$ cat src/rtl/ahb_uart_tx.sv
// AHB-Lite transmit-only UART: zero-wait-state register slave feeding a byte FIFO
// that drains through an 8N1 serializer on TXD.
module ahb_uart_tx #(
  parameter int unsigned FIFO_DEPTH = 8,
  parameter logic [15:0] BAUD_RESET = 16'd3
) (
  input  logic        HCLK,
  input  logic        HRESET,
  input  logic        HSEL,
  input  logic [3:0]  HADDR,
  input  logic [1:0]  HTRANS,
  input  logic        HWRITE,
  input  logic [2:0]  HSIZE,
  input  logic [31:0] HWDATA,
  input  logic        HREADY,
  output logic [31:0] HRDATA,
  output logic        HREADYOUT,
  output logic        HRESP,
  output logic        TXD,
  output logic        TX_BUSY
);

  localparam int unsigned AW = $clog2(FIFO_DEPTH);
  localparam logic [AW:0] FULL_LVL = (AW+1)'(FIFO_DEPTH);

  typedef enum logic [1:0] {S_IDLE, S_START, S_DATA, S_STOP} tx_state_e;

  logic        ap_valid_q, ap_write_q;
  logic [1:0]  ap_idx_q;
  logic        data_wr, stat_wr, baud_wr, rd_en;
  logic [AW:0] wr_ptr_q, rd_ptr_q, level;
  logic [7:0]  fifo_mem [FIFO_DEPTH];
  logic [7:0]  fifo_rdata;
  logic        full, empty, push, pop;
  logic        overflow_q;
  logic [15:0] bauddiv_q;
  tx_state_e   state_q, state_d;
  logic [7:0]  shift_q, shift_d;
  logic [2:0]  bit_idx_q, bit_idx_d;
  logic [15:0] baud_cnt_q, baud_cnt_d;
  logic        txd_q, txd_d;
  logic        bit_done;
  logic [4:0]  level5;
  logic        unused_ok;

  assign HREADYOUT = 1'b1;
  assign HRESP     = 1'b0;
  assign unused_ok = ^{HSIZE, HADDR[1:0], HWDATA[31:16]};

  // NOTE: sequential state uses non-blocking assignments so every register samples pre-edge values.
  always_ff @(posedge HCLK or posedge HRESET) begin
    if (HRESET) begin
      ap_valid_q <= 1'b0;
      ap_write_q <= 1'b0;
      ap_idx_q   <= 2'd0;
    end else if (HREADY) begin
      ap_valid_q <= HSEL & HTRANS[1];
      ap_write_q <= HWRITE;
      ap_idx_q   <= HADDR[3:2];
    end
  end

  assign data_wr = ap_valid_q & ap_write_q & (ap_idx_q == 2'd0);
  assign stat_wr = ap_valid_q & ap_write_q & (ap_idx_q == 2'd1);
  assign baud_wr = ap_valid_q & ap_write_q & (ap_idx_q == 2'd2);
  assign rd_en   = ap_valid_q & ~ap_write_q;

  assign level      = wr_ptr_q - rd_ptr_q;
  assign full       = (level == FULL_LVL);
  assign empty      = (level == '0);
  assign push       = data_wr & ~full;
  assign fifo_rdata = fifo_mem[rd_ptr_q[AW-1:0]];

  // NOTE: FIFO storage has no reset; the pointers alone define which entries are valid.
  always_ff @(posedge HCLK) begin
    if (push) fifo_mem[wr_ptr_q[AW-1:0]] <= HWDATA[7:0];
  end

  always_ff @(posedge HCLK or posedge HRESET) begin
    if (HRESET) begin
      wr_ptr_q   <= '0;
      rd_ptr_q   <= '0;
      overflow_q <= 1'b0;
      bauddiv_q  <= BAUD_RESET;
    end else begin
      if (push) wr_ptr_q <= wr_ptr_q + 1'b1;
      if (pop)  rd_ptr_q <= rd_ptr_q + 1'b1;
      if (data_wr & full)           overflow_q <= 1'b1;
      else if (stat_wr & HWDATA[3]) overflow_q <= 1'b0;
      if (baud_wr) bauddiv_q <= HWDATA[15:0];
    end
  end

  assign bit_done = (baud_cnt_q == 16'd0);

  // NOTE: every signal driven here gets a default first, so no latches are inferred.
  always_comb begin
    state_d    = state_q;
    shift_d    = shift_q;
    bit_idx_d  = bit_idx_q;
    baud_cnt_d = baud_cnt_q;
    txd_d      = txd_q;
    pop        = 1'b0;
    if (state_q != S_IDLE && !bit_done) begin
      baud_cnt_d = baud_cnt_q - 16'd1;
    end else begin
      // BAUDDIV is only sampled here, at a bit boundary.
      case (state_q)
        S_IDLE, S_STOP: begin
          if (!empty) begin
            pop        = 1'b1;
            state_d    = S_START;
            shift_d    = fifo_rdata;
            txd_d      = 1'b0;
            baud_cnt_d = bauddiv_q;
          end else begin
            state_d = S_IDLE;
          end
        end
        S_START: begin
          state_d    = S_DATA;
          txd_d      = shift_q[0];
          shift_d    = {1'b0, shift_q[7:1]};
          bit_idx_d  = 3'd0;
          baud_cnt_d = bauddiv_q;
        end
        S_DATA: begin
          baud_cnt_d = bauddiv_q;
          if (bit_idx_q == 3'd7) begin
            state_d = S_STOP;
            txd_d   = 1'b1;
          end else begin
            txd_d     = shift_q[0];
            shift_d   = {1'b0, shift_q[7:1]};
            bit_idx_d = bit_idx_q + 3'd1;
          end
        end
        default: state_d = S_IDLE;
      endcase
    end
  end

  always_ff @(posedge HCLK or posedge HRESET) begin
    if (HRESET) begin
      state_q    <= S_IDLE;
      shift_q    <= 8'd0;
      bit_idx_q  <= 3'd0;
      baud_cnt_q <= 16'd0;
      txd_q      <= 1'b1;
    end else begin
      state_q    <= state_d;
      shift_q    <= shift_d;
      bit_idx_q  <= bit_idx_d;
      baud_cnt_q <= baud_cnt_d;
      txd_q      <= txd_d;
    end
  end

  assign TXD     = txd_q;
  assign TX_BUSY = ~empty | (state_q != S_IDLE);
  assign level5  = 5'(level);

  always_comb begin
    HRDATA = 32'd0;
    if (rd_en) begin
      case (ap_idx_q)
        2'd1:    HRDATA = {23'd0, level5, overflow_q, TX_BUSY, empty, full};
        2'd2:    HRDATA = {16'd0, bauddiv_q};
        default: HRDATA = 32'd0;
      endcase
    end
  end

endmodule

$ cat config.mk
export PLATFORM = sky130hd
export DESIGN_NAME = ahb_uart_tx
export DESIGN_NICKNAME = d
export VERILOG_FILES = /design/src/rtl/ahb_uart_tx.sv
export SDC_FILE = /design/constraint.sdc
export NUM_CORES = 1
export LEC_CHECK = 0
export CAP_MARGIN = 15
export CORE_MARGIN = 4
export CORE_UTILIZATION = 25
export DETAILED_ROUTE_END_ITERATION = 6
export GPL_TIMING_DRIVEN = 0
export PLACE_DENSITY_LB_ADDON = 0.05
export SYNTH_ARGS = -nofsm -noshare
export SYNTH_HDL_FRONTEND = slang
export SYNTH_SLANG_ARGS = --single-unit
$ cat constraint.sdc
create_clock -name HCLK -period 4.5 [get_ports HCLK]
set_input_delay 0.9 -clock HCLK [delete_from_list [all_inputs] [get_ports HCLK]]
set_output_delay 0.9 -clock HCLK [all_outputs]
set_load 0.02 [all_outputs]
Word-level counts from Yosys, hierarchy flattened
Memory sizes are Yosys's and may differ from the RTL's.
Cells that the tools add are included.
{"block": "op_classes", "n_addsub": 5, "eq_ne": 11, "n_mux": 23, "bitwise_logic": 14, "n_reduce_logical": 15}
{"cell": "16-bit case mux with 2 select lines", "n": 2}
{"cell": "16-bit 2-to-1 mux", "n": 3}
{"cell": "8-bit case mux with 3 select lines", "n": 1}
{"cell": "16-bit zero test", "n": 1}
{"cell": "8-bit 2-to-1 mux", "n": 2}
{"cell": "16-bit by 1-bit subtractor with 16-bit output (second input constant)", "n": 1}
{"cell": "1-bit 2-to-1 mux", "n": 10}
{"cell": "1-bit AND", "n": 9}
{"cell": "4-bit by 1-bit adder with 4-bit output (second input constant)", "n": 2}
{"cell": "2-bit == test (second input constant)", "n": 3}
{"cell": "2-bit inequality test (second input constant)", "n": 3}
{"cell": "2-bit case mux with 3 select lines", "n": 1}
{"cell": "3-bit case mux with 2 select lines", "n": 1}
{"cell": "3-bit AND reduction", "n": 2}
{"cell": "2-bit nonzero test", "n": 3}
{"cell": "2-bit by 1-bit == test with 1-bit output (second input constant)", "n": 2}
{"cell": "4-bit == test (second input constant)", "n": 1}
{"cell": "2-bit zero test", "n": 2}
{"cell": "4-bit zero test", "n": 1}
{"cell": "1-bit NOT", "n": 4}
{"cell": "2-bit AND reduction", "n": 2}
{"cell": "2-bit OR reduction", "n": 2}
{"cell": "4-bit subtractor", "n": 1}
{"cell": "3-bit by 1-bit adder with 3-bit output (second input constant)", "n": 1}
{"cell": "8 further kinds", "n": 8}
{"block": "word_totals", "regBits": 59, "mem_bits_rw": 64, "inputBits": 46, "out_inout_bits": 36, "n_memories": 1}
{"memory": "fifo_mem", "depth": 8, "width": 8, "rd": 1, "rd_ports_with_merged_regs": 0, "write_ports": 1, "line": "32", "source": "logic [7:0] fifo_mem [FIFO_DEPTH];"}

Logic depth before layout (Yosys ltp)
{"block": "logic_depth", "ltp_word": 6, "mapped_depth": 11, "ltp_nobuf": 9}

Least setup slack after synthesis
Ideal clock, no wire load.
{"block": "synth_path", "path_kind": "register to register", "from": "reg rd_ptr_q[1]", "to": "mem fifo_mem[4][0] (enable)", "setup_ns": 0.385, "t_arrival_ns": 3.094, "required_time_ns": 4.115, "setup_slack_ns": 1.021, "stages_incl_launch_ff": 10, "n_path_buf": 2, "period_less_slack_ns": 3.479, "cell_sequence": "dfrtp_1 > clkbuf_1 > buf_1 > inv_1 > fa_1 > nor2b_1 > and2_1 > a31oi_1 > nand2b_1 > nor3b_1"}
{"block": "synth_between", "elab_chain_cells": 6}
{"item": "from (decl)", "line": "31", "source": "logic [AW:0] wr_ptr_q, rd_ptr_q, level;"}
{"item": "from (signal assigned)", "line": "87", "source": "if (pop) rd_ptr_q <= rd_ptr_q + 1'b1;"}
{"item": "4-bit subtractor", "line": "68", "source": "assign level = wr_ptr_q - rd_ptr_q;"}
{"item": "4-bit == test", "line": "69", "source": "assign full = (level == FULL_LVL);"}
{"item": "1-bit NOT", "line": "71", "source": "assign push = data_wr & ~full;"}
{"item": "1-bit AND", "line": "71"}
{"item": "1-bit 2-to-1 mux", "line": "76", "source": "if (push) fifo_mem[wr_ptr_q[AW-1:0]] <= HWDATA[7:0];"}
{"item": "1-bit 2-to-1 mux (implied by the code)", "line": "76"}
{"item": "to (decl)", "line": "32"}
Every way passes these cells.

Final worst setup path
{"block": "layout_path", "from": "reg rd_ptr_q[1]", "to": "out HRDATA[2]"}
{"block": "layout_between", "elab_chain_cells": 6}
{"item": "4-bit subtractor", "line": "68"}
{"item": "4-bit zero test", "line": "70", "source": "assign empty = (level == '0);"}
{"item": "1-bit NOT", "line": "160", "source": "assign TX_BUSY = ~empty | (state_q != S_IDLE);"}
{"item": "1-bit OR", "line": "160"}
{"item": "16-bit case mux with 2 select lines", "line": "166", "source": "case (ap_idx_q)"}
{"item": "16-bit 2-to-1 mux", "line": "165", "source": "if (rd_en) begin"}
{"item": "to (decl)", "line": "16", "source": "output logic [31:0] HRDATA,"}
Every way passes these cells.

==> flow_summary_export.csv <==
group,metric,value,unit
floorplan,fp-row-count,55,
critical_path,crit_fanout,10,
synthesis,synth-main-ff-cell,"edfxtp_1",
clocking,cts_buffers,17,
routing,num_vias,3769,
routing,highest_layer,"met4",
routing,met1_length,7640,um
clocking,cts.sinks,123,
critical_path,r2r-start,"rd_ptr_q[1]$_DFFE_PP0P_",
routing,viasPerCell,4.43,
floorplan,io_pins,82,
synthesis,synth_top_area_cell,"edfxtp_1",
routing,drc,0,
floorplan,die_h,162,um
routing,met3_length,487,um
timing,hold_violations,0,
routing,firstDrtPassIters,4,
min_path,worstHoldEndpoint,"TXD$_DFFE_PP1P_",
floorplan,die_width,162,um
timing,slew_viol_final,0,
timing,clock.fmax,237,MHz
layout,final_cell_area,7400,sq um
grt,grt_usage,0.122,
synthesis,ys_ff_latch,123,
min_path,min_path_type,"reg -> reg",
critical_path,regToRegEndpoint,"fifo_mem[5][6]$_DFFE_PP_",
power_and_ir_drop,p_per_area,634,nW/um^2
clocking,cts.clk_slew.worst_paths,60,ps
place,port_buffers,41,
place,post_dp_cell_area,6800,sq um
clocking,clk_latency,420,ps
routing,routedWlPerCell,17.9,um
critical_path,crit_type,"reg -> out",
synthesis,synth-edff-count,64,
layout,multi_input_comb_area,2300,sq um
power_and_ir_drop,p_total,4.69,mW
timing,max-slew-margin-rel,0.320,
critical_path,start_kind,"flip-flop",
clocking,cts_tree,"done",
grt,antenna_found_initial,0,
synthesis,synth.top_cell.area_share,0.325,
status,outcome,"finished, final reports clean",
floorplan,die-area,26100,sq um
place,hpwl,10700,um
routing,antenna_left,0,
floorplan,start_util,0.258,
clocking,clock_tree.buffer_depth,2,
clocking,postCtsSetupBuffers,0,
layout,diodes,0,
routing,route.met2.wl,6940,um
synthesis,synth_cell_types,58,
synthesis,netlist_area,5900,sq um
floorplan,coreArea,22900,sq um
layout,final_nets,587,
timing,tightest_slew,1020,ps
grt,grt_pass1_wl,23800,um
critical_path,rrSetupSlack,730,ps
flow_run,drv_cap,0,
layout,nFillCells,2270,
min_path,min_path_cells,2,
critical_path,reg2reg_depth,9,
layout,drive_above_1_share,0.219,
timing,grt_setup_unrepaired,"false",
critical_path,crit_arrival,3320,ps
routing,wl,15300,um
grt,grt_pass1_vias,3842,
synthesis,synth_async_sr_flop_share,0.480,
routing,drt-initial-drc-count,203,
clocking,cts_max_level,4,
synthesis,postSynthCellCount,448,
min_path,min-delay-start,"TXD$_DFFE_PP1P_",
synthesis,ys_seq_area_frac,0.576,
critical_path,cp-end-kind,"output pin",
critical_path,required,3600,ps
synthesis,synth.most_common_cell,"edfxtp_1",
grt,grt_max_degree,60,
power_and_ir_drop,ir_worst_vdd,0.000244,V
synthesis,synth_common_cells,"edfxtp_1, dfrtp_1, nand2_1, nor2_1",
clocking,cts-root-buf,"clkbuf_16",
synthesis,avgSynthCellArea,13.2,sq um
synthesis,ys_warn_count,0,
timing,setup_viol,0,
layout,areaGrowthSynthToFinish,25.3,%
place,globalplace.congestion,0.732,
layout,regArea,3400,sq um
timing,fin_worst_skew,10.0,ps
power_and_ir_drop,power.leakage,2.87,nW
grt,grt_overflow,0,
clocking,hold_buffers,0,
timing,period_share,0.937,
timing,finalCriticalPeriod,4220,ps
synthesis,yosys-top-cells-area,"edfxtp_1, dfrtp_1, mux4_2",
flip-flops by register name, summed over array words and instances (netlist names):
| name | count |
|---|---|
| wr_ptr_q | 4 |
| bit_idx_q | 3 |
| rd_ptr_q | 4 |
| overflow_q | 1 |
| ap_valid_q | 1 |
| state_q | 2 |
| bauddiv_q | 16 |
| shift_q | 8 |
| TXD | 1 |
| baud_cnt_q | 16 |
| ap_write_q | 1 |
| ap_idx_q | 2 |
| fifo_mem | 64 |
report_power, final:
part | switching, mW | leakage, nW | internal [mW]
clock | 0.561 | 0.289 | 0.783
sequential | 0.250 | 1.27 | 1.43
combinational | 0.913 | 1.31 | 0.758
total | 1.72 | 2.87 | 2.97
kinds of logic after synthesis:
kind of cell,share of synthesized area
muxes,0.135
DFF,0.576
other,0.00127
xor gates and xnor gates,0.0134
adders and majority gates,0.0352
and+or+nand+nor,0.101
AOI/OAI and AO/OA,0.0873
buffers and inverters,0.0509
metrics by stage:
stage          setup slack (ps)  utilization  hold slack, ps  cells  setup TNS (ps)
4_1_cts                    50.6        0.323             479    851               0
2_1_floorplan              1020            -             449    464               0
6_report                    283        0.323             478    851               0
5_1_grt                    83.9        0.323             518    851               0
3_5_place_dp               -440        0.297             470    819           -6040
3_3_place_gp               -663        0.295             475    818          -23580
worst max-delay path, stage by stage, from the launching register on:
cell	delay [ps]
dfrtp_1	350
clkbuf_4	240
buf_4	250
inv_1	110
fa_1	480
nor2b_1	210
and2_1	280
nand4_1	150
a22oi_1	200
nor2_1	60
clkdlybuf4s50_1	570
worst max-delay path by stage:
stage,slack (ps),end,from,depth (start not counted)
2_1_floorplan,1020,fifo_mem[4][0]$_DFFE_PP_,rd_ptr_q[1]$_DFFE_PP0P_,9
3_3_place_gp,-660,fifo_mem[4][5]$_DFFE_PP_,rd_ptr_q[1]$_DFFE_PP0P_,9
3_5_place_dp,-440,HRDATA[1],rd_ptr_q[1]$_DFFE_PP0P_,10
4_1_cts,50,HRDATA[1],wr_ptr_q[0]$_DFFE_PP0P_,10
5_1_grt,80,HRDATA[2],rd_ptr_q[1]$_DFFE_PP0P_,10
6_report,280,HRDATA[2],rd_ptr_q[1]$_DFFE_PP0P_,10
metal layers:
| metal | vias to the layer above | GRT usage |
|---|---|---|
| met5 | - | 0 |
| met2 | 63 | 0.185 |
| met1 | 1887 | 0.173 |
| met3 | 14 | 0.0272 |
| met4 | 0 | 0.0400 |
| li1 | 1805 | - |
area by class of cell:
cell class                 instances  share of cell area
multi-input combinational        285               0.310
sequential                       123               0.460
inverter                          19             0.00998
timing repair buffer              42              0.0565
clock inverter                    15              0.0208
buffer                            37              0.0320
clock buffer                      17              0.0575
tap                              313              0.0529
layout by cell type (no fill, tap or decap), types with 5 or more instances in the layout:
cell,n
edfxtp_1,64
dfrtp_1,55
clkdlybuf4s50_1,40
nand2_1,29
nor2_1,24
o21ai_0,19
mux2_2,19
buf_4,19
conb_1,18
inv_1,17
clkbuf_16,17
a21oi_1,16
mux4_2,16
ha_1,15
nand3_1,11
clkbuf_1,9
and2_1,9
mux2i_1,9
mux2_4,8
buf_2,7
xnor2_1,6
nand4_1,6
inv_6,6
a311oi_1,5
a22oi_1,5
a22o_1,5
what timing repair did:
action	4_1_cts	5_1_grt
gates resized for setup	6	2
endpoints found under the hold margin	0	0
pin swaps	0	0
gates cloned	0	0
endpoints found under the setup margin	52	1
Power figures use the tool's default switching activity.
